### src/rtl/mem_port_arbiter.sv
// Round-robin arbiter sharing one single-port memory between the CPU and a DMA requester.
// One access in flight; req/gnt/done handshake; read data captured after RD_LAT cycles.
module mem_port_arbiter #(
    parameter int AW     = 12,
    parameter int DW     = 16,
    parameter int RD_LAT = 1
) (
    input  logic          mclk,
    input  logic          mrst,
    input  logic          cpu_req,
    input  logic          cpu_we,
    input  logic [AW-1:0] cpu_addr,
    input  logic [DW-1:0] cpu_wdata,
    output logic          cpu_gnt,
    output logic          cpu_done,
    input  logic          dma_req,
    input  logic          dma_we,
    input  logic [AW-1:0] dma_addr,
    input  logic [DW-1:0] dma_wdata,
    output logic          dma_gnt,
    output logic          dma_done,
    output logic [DW-1:0] rdata,
    output logic          mem_en,
    output logic          mem_we,
    output logic [AW-1:0] mem_addr,
    output logic [DW-1:0] mem_wdata,
    input  logic [DW-1:0] mem_rdata,
    output logic          busy
);

    typedef enum logic [1:0] {IDLE, ACCESS, WAIT, DONE} state_t;
    typedef enum logic {OWN_CPU, OWN_DMA} owner_t;

    localparam logic [2:0] LAT_INIT = 3'(RD_LAT);

    state_t     state;
    owner_t     owner;
    owner_t     last_owner;
    logic       owner_we;
    logic [2:0] lat_cnt;
    logic       pick_cpu;

    // On contention the requester that did not own the port last time wins.
    assign pick_cpu = cpu_req && (!dma_req || last_owner == OWN_DMA);

    always_ff @(posedge mclk) begin
        if (!mrst) begin
            state      <= IDLE;
            owner      <= OWN_CPU;
            last_owner <= OWN_DMA;
            owner_we   <= 1'b0;
            lat_cnt    <= 3'd0;
            cpu_gnt    <= 1'b0;
            dma_gnt    <= 1'b0;
            cpu_done   <= 1'b0;
            dma_done   <= 1'b0;
            mem_en     <= 1'b0;
            mem_we     <= 1'b0;
            mem_addr   <= '0;
            mem_wdata  <= '0;
            rdata      <= '0;
            busy       <= 1'b0;
        end else begin
            // NOTE: pulse outputs default low here so every state only has to raise them.
            cpu_done <= 1'b0;
            dma_done <= 1'b0;
            mem_en   <= 1'b0;
            mem_we   <= 1'b0;
            case (state)
                IDLE: begin
                    if (cpu_req || dma_req) begin
                        owner      <= pick_cpu ? OWN_CPU : OWN_DMA;
                        last_owner <= pick_cpu ? OWN_CPU : OWN_DMA;
                        owner_we   <= pick_cpu ? cpu_we : dma_we;
                        mem_addr   <= pick_cpu ? cpu_addr : dma_addr;
                        mem_wdata  <= pick_cpu ? cpu_wdata : dma_wdata;
                        mem_en     <= 1'b1;
                        mem_we     <= pick_cpu ? cpu_we : dma_we;
                        cpu_gnt    <= pick_cpu;
                        dma_gnt    <= !pick_cpu;
                        busy       <= 1'b1;
                        state      <= ACCESS;
                    end
                end
                ACCESS: begin
                    if (owner_we) begin
                        cpu_done <= (owner == OWN_CPU);
                        dma_done <= (owner == OWN_DMA);
                        state    <= DONE;
                    end else begin
                        lat_cnt <= LAT_INIT;
                        state   <= WAIT;
                    end
                end
                WAIT: begin
                    lat_cnt <= lat_cnt - 3'd1;
                    if (lat_cnt == 3'd1) begin
                        rdata    <= mem_rdata;
                        cpu_done <= (owner == OWN_CPU);
                        dma_done <= (owner == OWN_DMA);
                        state    <= DONE;
                    end
                end
                DONE: begin
                    cpu_gnt <= 1'b0;
                    dma_gnt <= 1'b0;
                    busy    <= 1'b0;
                    state   <= IDLE;
                end
                default: state <= IDLE;
            endcase
        end
    end

endmodule

### config.mk
export PLATFORM = sky130hd
export DESIGN_NAME = mem_port_arbiter
export DESIGN_NICKNAME = d
export VERILOG_FILES = /design/src/rtl/mem_port_arbiter.sv
export SDC_FILE = /design/constraint.sdc
export NUM_CORES = 1
export LEC_CHECK = 0
export ABC_CLOCK_PERIOD_IN_PS = 2070
export BUFFER_PORTS_ARGS = -buffer_cell sky130_fd_sc_hd__buf_2
export CORE_AREA = 10 10 92 94
export DETAILED_ROUTE_END_ITERATION = 7
export DIE_AREA = 0 0 102 104
export HOLD_SLACK_MARGIN = 0.15
export PLACE_DENSITY_LB_ADDON = 0.12
export SYNTH_ARGS = -nofsm -noshare
export SYNTH_HDL_FRONTEND = slang
export SYNTH_SLANG_ARGS = --single-unit
### constraint.sdc
create_clock -name mclk -period 2.07 [get_ports mclk]
set_input_delay 0.621 -clock mclk [delete_from_list [all_inputs] [get_ports mclk]]
set_output_delay 0.621 -clock mclk [all_outputs]
set_load 0.03 [all_outputs]
After elaboration in Yosys (flattened, before gate mapping)
Index checks and enable logic that the tools add are counted.
Word-level totals
  output and inout bits: 51
  flip-flop bits (word level): 59
Cells by class
  muxes and demuxes: 23
  bitwise logic cells: 1
  equality and inequality tests: 7
  add/sub/neg operators: 1
  reductions and logical operators: 15
Operator list (count)
  $mux 16: 1
  $mux 12: 1
  $reduce_and 2->1: 6
  $mux 1: 11
  $pmux 1 s2: 5
  $pmux 2 s4: 1
  $ne 2x2->1 const B: 3
  $pmux 3 s2: 1
  $eq 2x2->1 const B: 2
  $mux 2: 2
  $reduce_bool 2->1: 2
  $eq 3x1->1 const B: 1
  $mux 3: 1
  $reduce_and 3->1: 1
  $sub 3x1->3 const B: 1
  $eq 2x1->1 const B: 1
  $logic_not 1->1: 2
  $logic_not 2->1: 1
  $logic_or 1x1->1: 2
  $logic_and 1x1->1: 1
  $not 1->1: 1

Logic depth before layout (Yosys ltp)
Gate-level depths: netlist of run 1.
  word-level depth: 6
  depth in mapped cells: 8
  gate-level depth less buffers: 5

Worst setup path before layout of run 1
OpenSTA, ideal clock, no wires.
  path type: input port to flip-flop
  start point: in cpu_req
  end point: reg cpu_gnt
  setup slack: 0.597 ns
  path buffers: 2
  data required time: 1.953 ns
  arrival time: 1.355 ns
  stages on the path: 5
  setup time: 0.117 ns
  cell sequence: buf_2 -> o21ai_2 -> buf_4 -> nor2_1 -> a32o_1
Between the ends
  longest elaborated chain between the ends: 3
  elaborated cells between the ends (all ways): 6
RTL lines
  start, declared: RTL line 10  | input logic cpu_req,
  $logic_and 1x1->1 or $logic_or 1x1->1 (tied branches): RTL line 44, 71
  $mux 1 or $ne 2x2->1 (tied branches)
  $pmux 1 s2 or $reduce_and 2->1 (tied branches)
  end signal, assigned: RTL line 79  | cpu_gnt <= pick_cpu;
  end, declared: RTL line 14  | output logic cpu_gnt,
Parallel ways exist; a longest one is shown, timed or not. The select of a mux whose other input is x is not followed.
A chain may end at the register's enable or synchronous reset.

Worst setup path after layout of run 1
  start point: reg state[0]
  end point: reg rdata[5]
Between the ends
  longest elaborated chain between the ends: 2
RTL lines
  start, declared: RTL line 36  | state_t state;
  start signal, assigned: RTL line 48  | state <= IDLE;
  start signal, assigned: RTL line 82  | state <= ACCESS;
  start signal, assigned: RTL line 89  | state <= DONE;
  $eq 2x2->1: RTL line 69  | case (state)
  $reduce_and 2->1 (no line)
  end signal, assigned: RTL line 98  | rdata <= mem_rdata;
  end, declared: RTL line 22  | output logic [DW-1:0] rdata,
No other way between the ends.

==> flow_summary.toml, run 1 <==
[outcome]
outcome = "finished clean"

[routing]
drt-initial-drc-count = 119
drt_wl_total_mm = 8.47
drtPass1Iterations = 4
antenna_left = 0
wl_per_cell_um = 16.3
num_vias = 2761
vias_per_cell = 5.30
drcViolationCount = 0

[synthesis]
synth_top_area_cell = "dfxtp_1"
synth.most_common_cell = "dfxtp_1"
yosysSeqAreaShare = 0.452
synth-warning-count = 0
syn_avg_cell_area_um2 = 8.37
synth_compound_area_frac = 0.341
asyncSetResetFlopFracSynth = 0
synth_top_family_by_area = "compound AO/OA/AOI/OAI gates"
synth_commonest_cells = "dfxtp_1, nand2_1, a31oi_1, o21ai_0, o21ai_1"
synthSimpleGateAreaFrac = 0.105
synth_fa_ha_area_frac = 0.0335
ys_top_cells_by_area = "dfxtp_1, a31oi_1, o21ai_0"
synthXorXnorAreaFrac = 0
synth_cell_type_count = 35
ys_ff_latch = 59
syn_area_um2 = 2610
synthCells = 312
synth.area.mux_share = 0.00383
yosysTopAreaCellShare = 0.452
synth_nets = 397
synth_edf_count = 0
synthFlopType = "dfxtp_1"

[power_and_ir_drop]
vdd_drop_max_uv = 522
power.density_nw_per_um2 = 1280
p_leak_nw = 1.61
power_mw = 4.49

[cells_and_area]
n_antenna_cell = 0
layout.nets = 521
drive_gt1_frac = 0.367
syn_to_final_growth_pct = 33.8
fillCellCount = 660

[die]
start_util = 0.391
fp.dieW_um = 102
io-pin-count = 129
die_area_um2 = 10600
chipHeight_um = 104
core-area_um2 = 6680
num_rows = 30

[place]
gp_congestion = 0.776
dp_hpwl_mm = 6.36
port_buffers = 128

[clocking]
cts_buffers = 9
clkTransAtPathRegs_ns = 0.06
post_cts_buffers = 0
clkLatencyLatePin_ns = 0.33
hold_buffers = 0
ctsResizeCount = 0
cts_tree = "built"
cts_max_level = 3
cts_root_buffer = "clkbuf_8"
clock_path_buffers = 2
cts_num_sinks = 59

[critical_path]
reg2reg_slack_ns = 0.35
crit_type = "register to register"
reg2reg_depth = 5
arrival_ns = 1.98
r2r-start = "state[0]"
required_ns = 2.33
end_kind = "register"
worst_setup_path_start_kind = "register"
timing.rr.end = "rdata[5]"
crit_fanout = 16

[global_route]
grt_pass1_wl_mm = 13.9
gr-total-overflow = 0
grt_usage = 0.159
grt_pass1_vias = 2879
antenna_found_initial = 0
grt_max_degree = 29

[hold_path]
min_from = "rdata[7]"
holdPathStages = 2
hold_class = "register to register"
hold_end = "rdata[7]"

[sta]
tightest_slew_ns = 0.565
finalMaxSlewViolations = 0
rsz0062_at_grt = "no"
setup_violations = 0
slew_headroom = 0.624
fmax_mhz = 582
fin_crit_ns = 1.72
finalClockSkew_ns = 0.00508
fin_setup_tns_ns = 0
fin_crit_sh = 0.830
hold_viol_final = 0

[flow_run]
maxCapViolations = 0
-- how the worst max path moves through the flow --
stage	from	to	slack (ns)	cells past startpoint
after floorplan	cpu_req	cpu_gnt	0.60	5
after global placement	state[0]	rdata[11]	0.35	5
after detailed placement	state[0]	rdata[15]	0.35	5
after CTS	state[0]	rdata[15]	0.34	5
after global routing	state[0]	rdata[3]	0.17	5
final	state[0]	rdata[5]	0.35	5
-- cell type report --
class | instances | area, µm² | share of cell area
clock buffers | 11 | 151 | 0.0433
clock inverters | 5 | 27.5 | 0.00787
inverters | 7 | 26.3 | 0.00752
multi-input cells | 217 | 1260 | 0.361
flip-flops and latches | 59 | 1180 | 0.338
well taps | 80 | 100 | 0.0286
repair buffers | 142 | 746 | 0.213
-- kinds of logic after synthesis --
logic type,count (synthesis)
compound gates,151
flops,59
simple gates,58
buf+inv,36
fa+ha+maj,7
mux,1
-- cell usage in the layout (no fill, tap or decap), drive strengths merged, types with 7 or more instances in the layout --
| cell | netlist | routed |
|---|---|---|
| buf | 18 | 142 |
| o21ai | 61 | 61 |
| dfxtp | 59 | 59 |
| nand2 | 36 | 36 |
| a31oi | 30 | 30 |
| a21oi | 29 | 29 |
| a21boi | 19 | 19 |
| clkbuf | 11 | 11 |
| ha | 7 | 7 |
| inv | 7 | 7 |
-- per-stage QoR --
step | instances | area (µm²) | utilization | worst slack, ns | hold slack, ns
global placement | 505 | 3320 | 0.496 | 0.354 | 0.437
floorplan | 312 | 2610 | - | 0.597 | 0.416
detailed placement | 505 | 3320 | 0.496 | 0.348 | 0.443
CTS | 521 | 3500 | 0.523 | 0.336 | 0.449
global route | 521 | 3500 | 0.523 | 0.174 | 0.473
finish | 521 | 3500 | 0.523 | 0.353 | 0.453
-- routing by layer --
layer,wire [µm],GRT usage,vias up
met5,0,0,-
met4,212,0.0736,0
met3,941,0.0718,20
met2,3630,0.232,129
met1,3690,0.194,1251
li1,-,-,1361
-- flip-flops by register name, indices dropped and copies added, names as in the netlist, 2 cells and up --
register   count
lat_cnt        3
mem_addr      12
mem_wdata     16
rdata         16
state          2
-- worst max-delay path, stage by stage (launching register included) --
cell and delay (ns):
dfxtp_1 0.34, inv_1 0.14, ha_1 0.35, and3b_1 0.57
nand2_1 0.11, a21boi_1 0.13
-- report_power, final --
| group | leakage, nW | internal [mW] | switching, mW |
|---|---|---|---|
| Combinational | 1.03 | 0.648 | 1.28 |
| Sequential | 0.485 | 1.45 | 0.169 |
| Clock | 0.0949 | 0.491 | 0.448 |
(Power assumes the default switching activity.)
==> run 2, diff against run 1 <==
--- a/config.mk
+++ b/config.mk
@@ -5,11 +5,12 @@
 export SDC_FILE = /design/constraint.sdc
 export NUM_CORES = 1
 export LEC_CHECK = 0
-export ABC_CLOCK_PERIOD_IN_PS = 2070
+export ABC_AREA = 1
+export ABC_CLOCK_PERIOD_IN_PS = 1400
 export BUFFER_PORTS_ARGS = -buffer_cell sky130_fd_sc_hd__buf_2
-export CORE_AREA = 10 10 92 94
+export CORE_AREA = 10 10 94 96
 export DETAILED_ROUTE_END_ITERATION = 7
-export DIE_AREA = 0 0 102 104
+export DIE_AREA = 0 0 104 106
 export HOLD_SLACK_MARGIN = 0.15
 export PLACE_DENSITY_LB_ADDON = 0.12
 export SYNTH_ARGS = -nofsm -noshare
==> constraint.sdc (replaced) <==
create_clock -name mclk -period 1.4 [get_ports mclk]
set_input_delay 0.42 -clock mclk [delete_from_list [all_inputs] [get_ports mclk]]
set_output_delay 0.42 -clock mclk [all_outputs]
set_load 0.03 [all_outputs]
==> run 2 against run 1 <==
  * Combinational power grew 91%
  * Sequential cell count unchanged
  * Sequential share of layout area is 2.6 points lower
  * Final area rose by 8.4%
  * Global-route usage shrank 2.5 points
  * Clock skew rose by 0.0030 ns
  * Synthesized cell count grew 29%
  * Largest cell class unchanged
  * Power up 67%
  * Wire length decreased by 6.3%
  * Via count rose by 1.0%
  * Sequential power rose by 48%
  * Die area rose by 3.9%
  * Highest routed layer is now met5
==> flow_summary.toml, run 2 <==
[power_and_ir_drop]
internal_power_mw = 4.34
p_leak_nw = 2.02
power_switching_mw = 3.16
vdd_drop_max_uv = 826
power_frac_seq = 0.319
power_mw = 7.51
power.density_nw_per_um2 = 1980
clockPowerShare = 0.191
p_sw_frac = 0.422
pwr-share-comb = 0.490

[critical_path]
end_kind = "register"
r2r-start = "state[0]"
reg2reg_slack_ns = 0.07
crit_fanout = 16
crit_path_start = "state[0]"
arrival_ns = 1.55
required_ns = 1.62
crit_type = "register to register"
worst_setup_path_start_kind = "register"
reg2reg_depth = 8
endpoint = "mem_addr[0]"
timing.rr.end = "mem_addr[0]"

[cells_and_area]
register_area_um2 = 1180
fillCellCount = 754
layout.nets = 622
final_common_cell = "buf_2"
fin_util = 0.537
multi_input_area_um2 = 1200
reg_top3 = "mem_wdata (16), rdata (16), mem_addr (12)"
syn_to_final_growth_pct = 40.4
final_area_um2 = 3790
n_antenna_cell = 0
drive_gt1_frac = 0.311
layout_common_cells = "buf_2, nor2_1, nand2_1"

[synthesis]
synth-warning-count = 0
asyncSetResetFlopFracSynth = 0
synth_edf_count = 0
synth.most_common_cell = "nor2_1"
yosysSeqAreaShare = 0.437
syn_area_um2 = 2700
synth_cell_type_count = 23
yosysTopAreaCellShare = 0.437
synthCells = 402
ys_top_cells_by_area = "dfxtp_1, nor2_1, nand2_1"
synth_nets = 487
synth_top_area_cell = "dfxtp_1"
syn_avg_cell_area_um2 = 6.72
synth_commonest_cells = "nor2_1, nand2_1, inv_1"
synthFlopType = "dfxtp_1"
ys_ff_latch = 59

[die]
core-area_um2 = 7060
chipHeight_um = 106
start_util = 0.382
die_area_um2 = 11000
fp.dieW_um = 104
io-pin-count = 129
num_rows = 31

[outcome]
outcome = "finished clean"

[sta]
fin_setup_tns_ns = 0
fmax_mhz = 751
slew_headroom = 0.832
tightest_slew_ns = 0.251
fin_crit_ns = 1.33
fin_crit_sh = 0.951
fin_ws_ns = 0.0683
setup_violations = 0
hold_viol_final = 0
finalMaxSlewViolations = 0
finalClockSkew_ns = 0.00808

[place]
dpl-instance-area_um2 = 3520
port_buffers = 128
dp_hpwl_mm = 5.73
detailedPlace.worstSlack_ns = 0.00540
gp_congestion = 0.766

[clocking]
cts_num_sinks = 59
hold_buffers = 0
clock_path_buffers = 2
clkLatencyLatePin_ns = 0.34
cts_max_level = 3
cts_tree = "built"
clkTransAtPathRegs_ns = 0.07
cts_root_buffer = "clkbuf_8"
cts_buffers = 9

[flow_run]
maxCapViolations = 0

[global_route]
grt_pass1_vias = 2618
grt_pass1_wl_mm = 12.2
grt_max_degree = 59
antenna_found_initial = 1
grt_usage = 0.134
gr-total-overflow = 0

[hold_path]
holdPathStages = 3
hold_class = "input pin to register"

[routing]
wl_per_cell_um = 12.4
vias_per_cell = 4.36
num_vias = 2789
antenna_left = 0
drt-initial-drc-count = 65
drtPass1Iterations = 5
drt_wl_total_mm = 7.94
drcViolationCount = 0
run 2: cell count changes after synthesis, moves of 4 or more:
cell      previous run  this run
nor2_1               5        92
inv_1                6        60
nand2_1             36        75
a31oi_1             30         0
o21ai_1             30         5
a21boi_1            19         0
o21ai_0             30        44
nand3_1              1         9
a21oi_1             29        22
clkbuf_1            11         6
nand2b_1             5         0
buf_2               14        10
run 2: worst min-delay path by stage:
stage	slack (ns)	to	start
after detailed placement	0.43	rdata[5]	rdata[5]
final	0.35	rdata[7]	mem_rdata[7]
after CTS	0.34	rdata[7]	mem_rdata[7]
after global placement	0.43	rdata[12]	rdata[12]
after global routing	0.37	rdata[2]	mem_rdata[2]
after floorplan	0.41	cpu_done	owner
run 2: final cells by class:
type                            instances  share of cell area
Timing Repair Buffer                  144               0.230
Sequential cell                        59               0.312
Multi-Input combinational cell        262               0.318
Inverter                               61              0.0604
Clock buffer                           13              0.0446
Tap cell                               99              0.0327
Clock inverter                          2             0.00264
run 2: power by group through the flow:
stage | Sequential (mW) | Combinational, mW | Clock (mW)
after global placement | 2.40 | 3.32 | 0
after floorplan | 3.17 | 1.52 | 0
after global routing | 2.46 | 4.07 | 1.54
after CTS | 2.38 | 3.37 | 1.48
final | 2.39 | 3.68 | 1.44
after detailed placement | 2.41 | 3.36 | 0
run 2: per-layer routing:
layer / up-vias / part of all wire / global-route usage / wire length, µm
met1: 1197 / 0.44 / 0.149 / 3490
met2: 82 / 0.47 / 0.220 / 3750
li1: 1496 / - / - / -
met3: 12 / 0.072 / 0.0550 / 573
met4: 2 / 0.014 / 0.0626 / 111
met5: - / 0.0016 / 0 / 13
run 2: worst max-delay path, cell delays in order (launching register included):
cell       delay (ns)
dfxtp_1          0.35
inv_2            0.07
ha_4             0.16
inv_2            0.07
nor2_4           0.04
buf_12           0.14
clkbuf_16        0.17
o21ai_0          0.16
nor2_1           0.06
run 2: what timing repair did:
item,in CTS,in global routing
setup endpoints to repair,0,42
setup buffers,0,1
resized for setup,0,24
run 2: metrics by stage:
step	hold slack, ns	instances
finish	0.354	640
global placement	0.427	622
detailed placement	0.431	622
CTS	0.343	637
floorplan	0.413	402
global route	0.370	640
run 2: logic make-up after synthesis:
kind of cell | after synthesis | share of synthesized area
AND/OR/NAND/NOR | 180 | 0.261
buffers and inverters | 81 | 0.125
AO/OA/AOI/OAI | 74 | 0.141
flip-flops | 59 | 0.437
adder cells (fa/ha/maj) | 7 | 0.0324
XOR/XNOR | 1 | 0.00324
==> run 3, diff against run 2 <==
--- a/config.mk
+++ b/config.mk
@@ -8,9 +8,11 @@
 export ABC_AREA = 1
 export ABC_CLOCK_PERIOD_IN_PS = 1400
 export BUFFER_PORTS_ARGS = -buffer_cell sky130_fd_sc_hd__buf_2
-export CORE_AREA = 10 10 94 96
+export CELL_PAD_IN_SITES_DETAIL_PLACEMENT = 0
+export CELL_PAD_IN_SITES_GLOBAL_PLACEMENT = 1
+export CORE_AREA = 10 10 110 112
 export DETAILED_ROUTE_END_ITERATION = 7
-export DIE_AREA = 0 0 104 106
+export DIE_AREA = 0 0 120 122
 export HOLD_SLACK_MARGIN = 0.15
 export PLACE_DENSITY_LB_ADDON = 0.12
 export SYNTH_ARGS = -nofsm -noshare
==> constraint.sdc (replaced) <==
create_clock -name mclk -period 1.4 [get_ports mclk]
set_input_delay 0.07 -clock mclk [delete_from_list [all_inputs] [get_ports mclk]]
set_output_delay 0.07 -clock mclk [all_outputs]
set_load 0.03 [all_outputs]
==> run 3 against run 2 <==
  * Sequential share of layout area shrank 6.3 points
  * Register-to-register slack lost 0.02 ns
  * Critical endpoint is now mem_wdata[15]
  * Core utilization shrank 6.3 points
  * Count of clock-buffer cells in the layout shrank 3
  * Largest cell class is now buffers
  * Combinational power grew 15%
  * Non-clock buffer count grew 75
  * Via count grew 11%
  * Clock skew shrank 0.0017 ns
  * Highest routed layer is now met4
  * Power grew 15%
  * Global-route usage shrank 0.81 points
  * Worst setup slack lost 0.022 ns
  * Final area grew 25%
==> flow_summary.toml, run 3 (synthesis gave the netlist of run 2 again) <==
[outcome]
outcome = "finished clean"

[clocking]
cts_buffers = 9
clock_path_buffers = 2
cts_max_level = 3
clkTransAtPathRegs_ns = 0.07
cts_num_sinks = 59
clkLatencyLatePin_ns = 0.33
cts_tree = "built"
cts_root_buffer = "clkbuf_8"

[global_route]
gr-total-overflow = 0
grt_usage = 0.126
grt_pass1_wl_mm = 15.2
grt_max_degree = 33
grt_pass1_vias = 3106
antenna_found_initial = 0

[sta]
rsz0062_at_grt = "yes"
fin_crit_ns = 1.35
setup_violations = 0
finalClockSkew_ns = 0.00633
fin_setup_tns_ns = 0
fin_crit_sh = 0.967
finalMaxSlewViolations = 0
hold_viol_final = 0
slew_headroom = 0.685
fmax_mhz = 739
tightest_slew_ns = 0.470

[power_and_ir_drop]
clockPowerShare = 0.226
power.density_nw_per_um2 = 1810
vdd_drop_max_uv = 735
internal_power_mw = 5.16
power_switching_mw = 3.46
power_mw = 8.62
pwr-share-comb = 0.490
power_frac_seq = 0.283
p_sw_frac = 0.402
p_leak_nw = 2.40

[place]
dpl-instance-area_um2 = 3540
gp_congestion = 0.739
dp_hpwl_mm = 6.36
port_buffers = 128

[die]
core-area_um2 = 10000
chipHeight_um = 122
die_area_um2 = 14600
io-pin-count = 129
num_rows = 37
fp.dieW_um = 120
start_util = 0.269

[hold_path]
min_from = "cpu_req"
hold_class = "input pin to register"

[cells_and_area]
layout.nets = 697
final_area_um2 = 4760
syn_to_final_growth_pct = 76.1
reg_top3 = "mem_wdata (16), rdata (16), mem_addr (12)"
final_common_cell = "buf_2"
drive_gt1_frac = 0.295
n_antenna_cell = 0
layout_common_cells = "buf_2, nor2_1, dlygate4sd3_1"
fin_util = 0.473

[critical_path]
r2r-start = "state[1]"
max_stage_delay_ns = 0.37
worst_setup_path_start_kind = "register"
required_ns = 1.62
crit_path_start = "state[1]"
crit_type = "register to register"
crit_family = "buffers and inverters"
slowest_stage = "dfxtp_4"
end_kind = "register"
arrival_ns = 1.58
cp_cell_sequence = "inv_4 -> ha_4 -> inv_4 -> nor2_4 -> buf_12 -> clkbuf_16 -> nand2_1 -> nor2_1 -> nor2_1"
crit_fanout = 8
cp.buffers_inverters = 4

[routing]
wl_per_cell_um = 12.9
antenna_left = 0
vias_per_cell = 4.10
drt-initial-drc-count = 118
num_vias = 3088
drt_wl_total_mm = 9.70
drcViolationCount = 0
drtPass1Iterations = 4

[flow_run]
maxCapViolations = 0
run 3: cell count changes in the layout (fill, tap and decap cells not counted), sizes merged:
cell | previous run | this run
buf | 142 | 139
bufinv | 0 | 3
clkinv | 2 | 3
dlygate4sd3 | 0 | 75
run 3: layer usage:
layer	wire length, µm	GRT usage	vias to the layer above
met3	590	0.0550	4
met5	0	0	-
met1	4310	0.143	1364
met4	44	0.0271	0
li1	-	-	1653
met2	4760	0.215	67
run 3: worst paths after layout:
kind / to / slack (ns) / cells after the start
worst max register to register: mem_wdata[15] / 0.05 / 9
worst max-delay path: mem_wdata[15] / 0.05 / 9
worst min-delay path: owner / 0.22 / 4
worst min register to register: rdata[6] / 0.44 / 2
run 3: what timing repair did:
item	in CTS	in global routing
pin swaps	2	6
setup endpoints to repair	4	49
resized for setup	4	37
hold buffers	75	0
hold endpoints to repair	47	0
gates cloned	1	4
setup buffers	1	2
run 3: area by class of cell:
| type | instances | area (µm²) |
|---|---|---|
| clock buffer | 10 | 138 |
| multi-input combinational | 262 | 1240 |
| sequential | 59 | 1190 |
| fill | 1037 | 5290 |
| inverter | 61 | 236 |
| tap | 136 | 170 |
| timing repair buffer | 219 | 1670 |
| clock inverter | 6 | 113 |
run 3: stage by stage:
stage	worst slack (ns)	hold WS, ns	instances
detailed placement	-0.00225	0.360	655
finish	0.0460	0.223	753
CTS	0.000447	0.205	748
floorplan	0.0671	0.262	402
global placement	0.0308	0.346	655
global route	-0.0175	0.240	753
run 3: worst reg2reg max path, stage by stage (launching register included):
cell	delay, ns
dfxtp_4	0.37
inv_4	0.07
ha_4	0.15
inv_4	0.04
nor2_4	0.13
buf_12	0.16
clkbuf_16	0.16
nand2_1	0.05
nor2_1	0.08
nor2_1	0.05
run 3: power groups by stage:
stage	clock [mW]	combinational [mW]	sequential, mW
2_1_floorplan	0	1.52	3.17
3_3_place_gp	0	3.31	2.42
3_5_place_dp	0	3.34	2.42
4_1_cts	2.02	3.71	2.40
5_1_grt	2.07	4.67	2.51
6_report	1.95	4.23	2.44
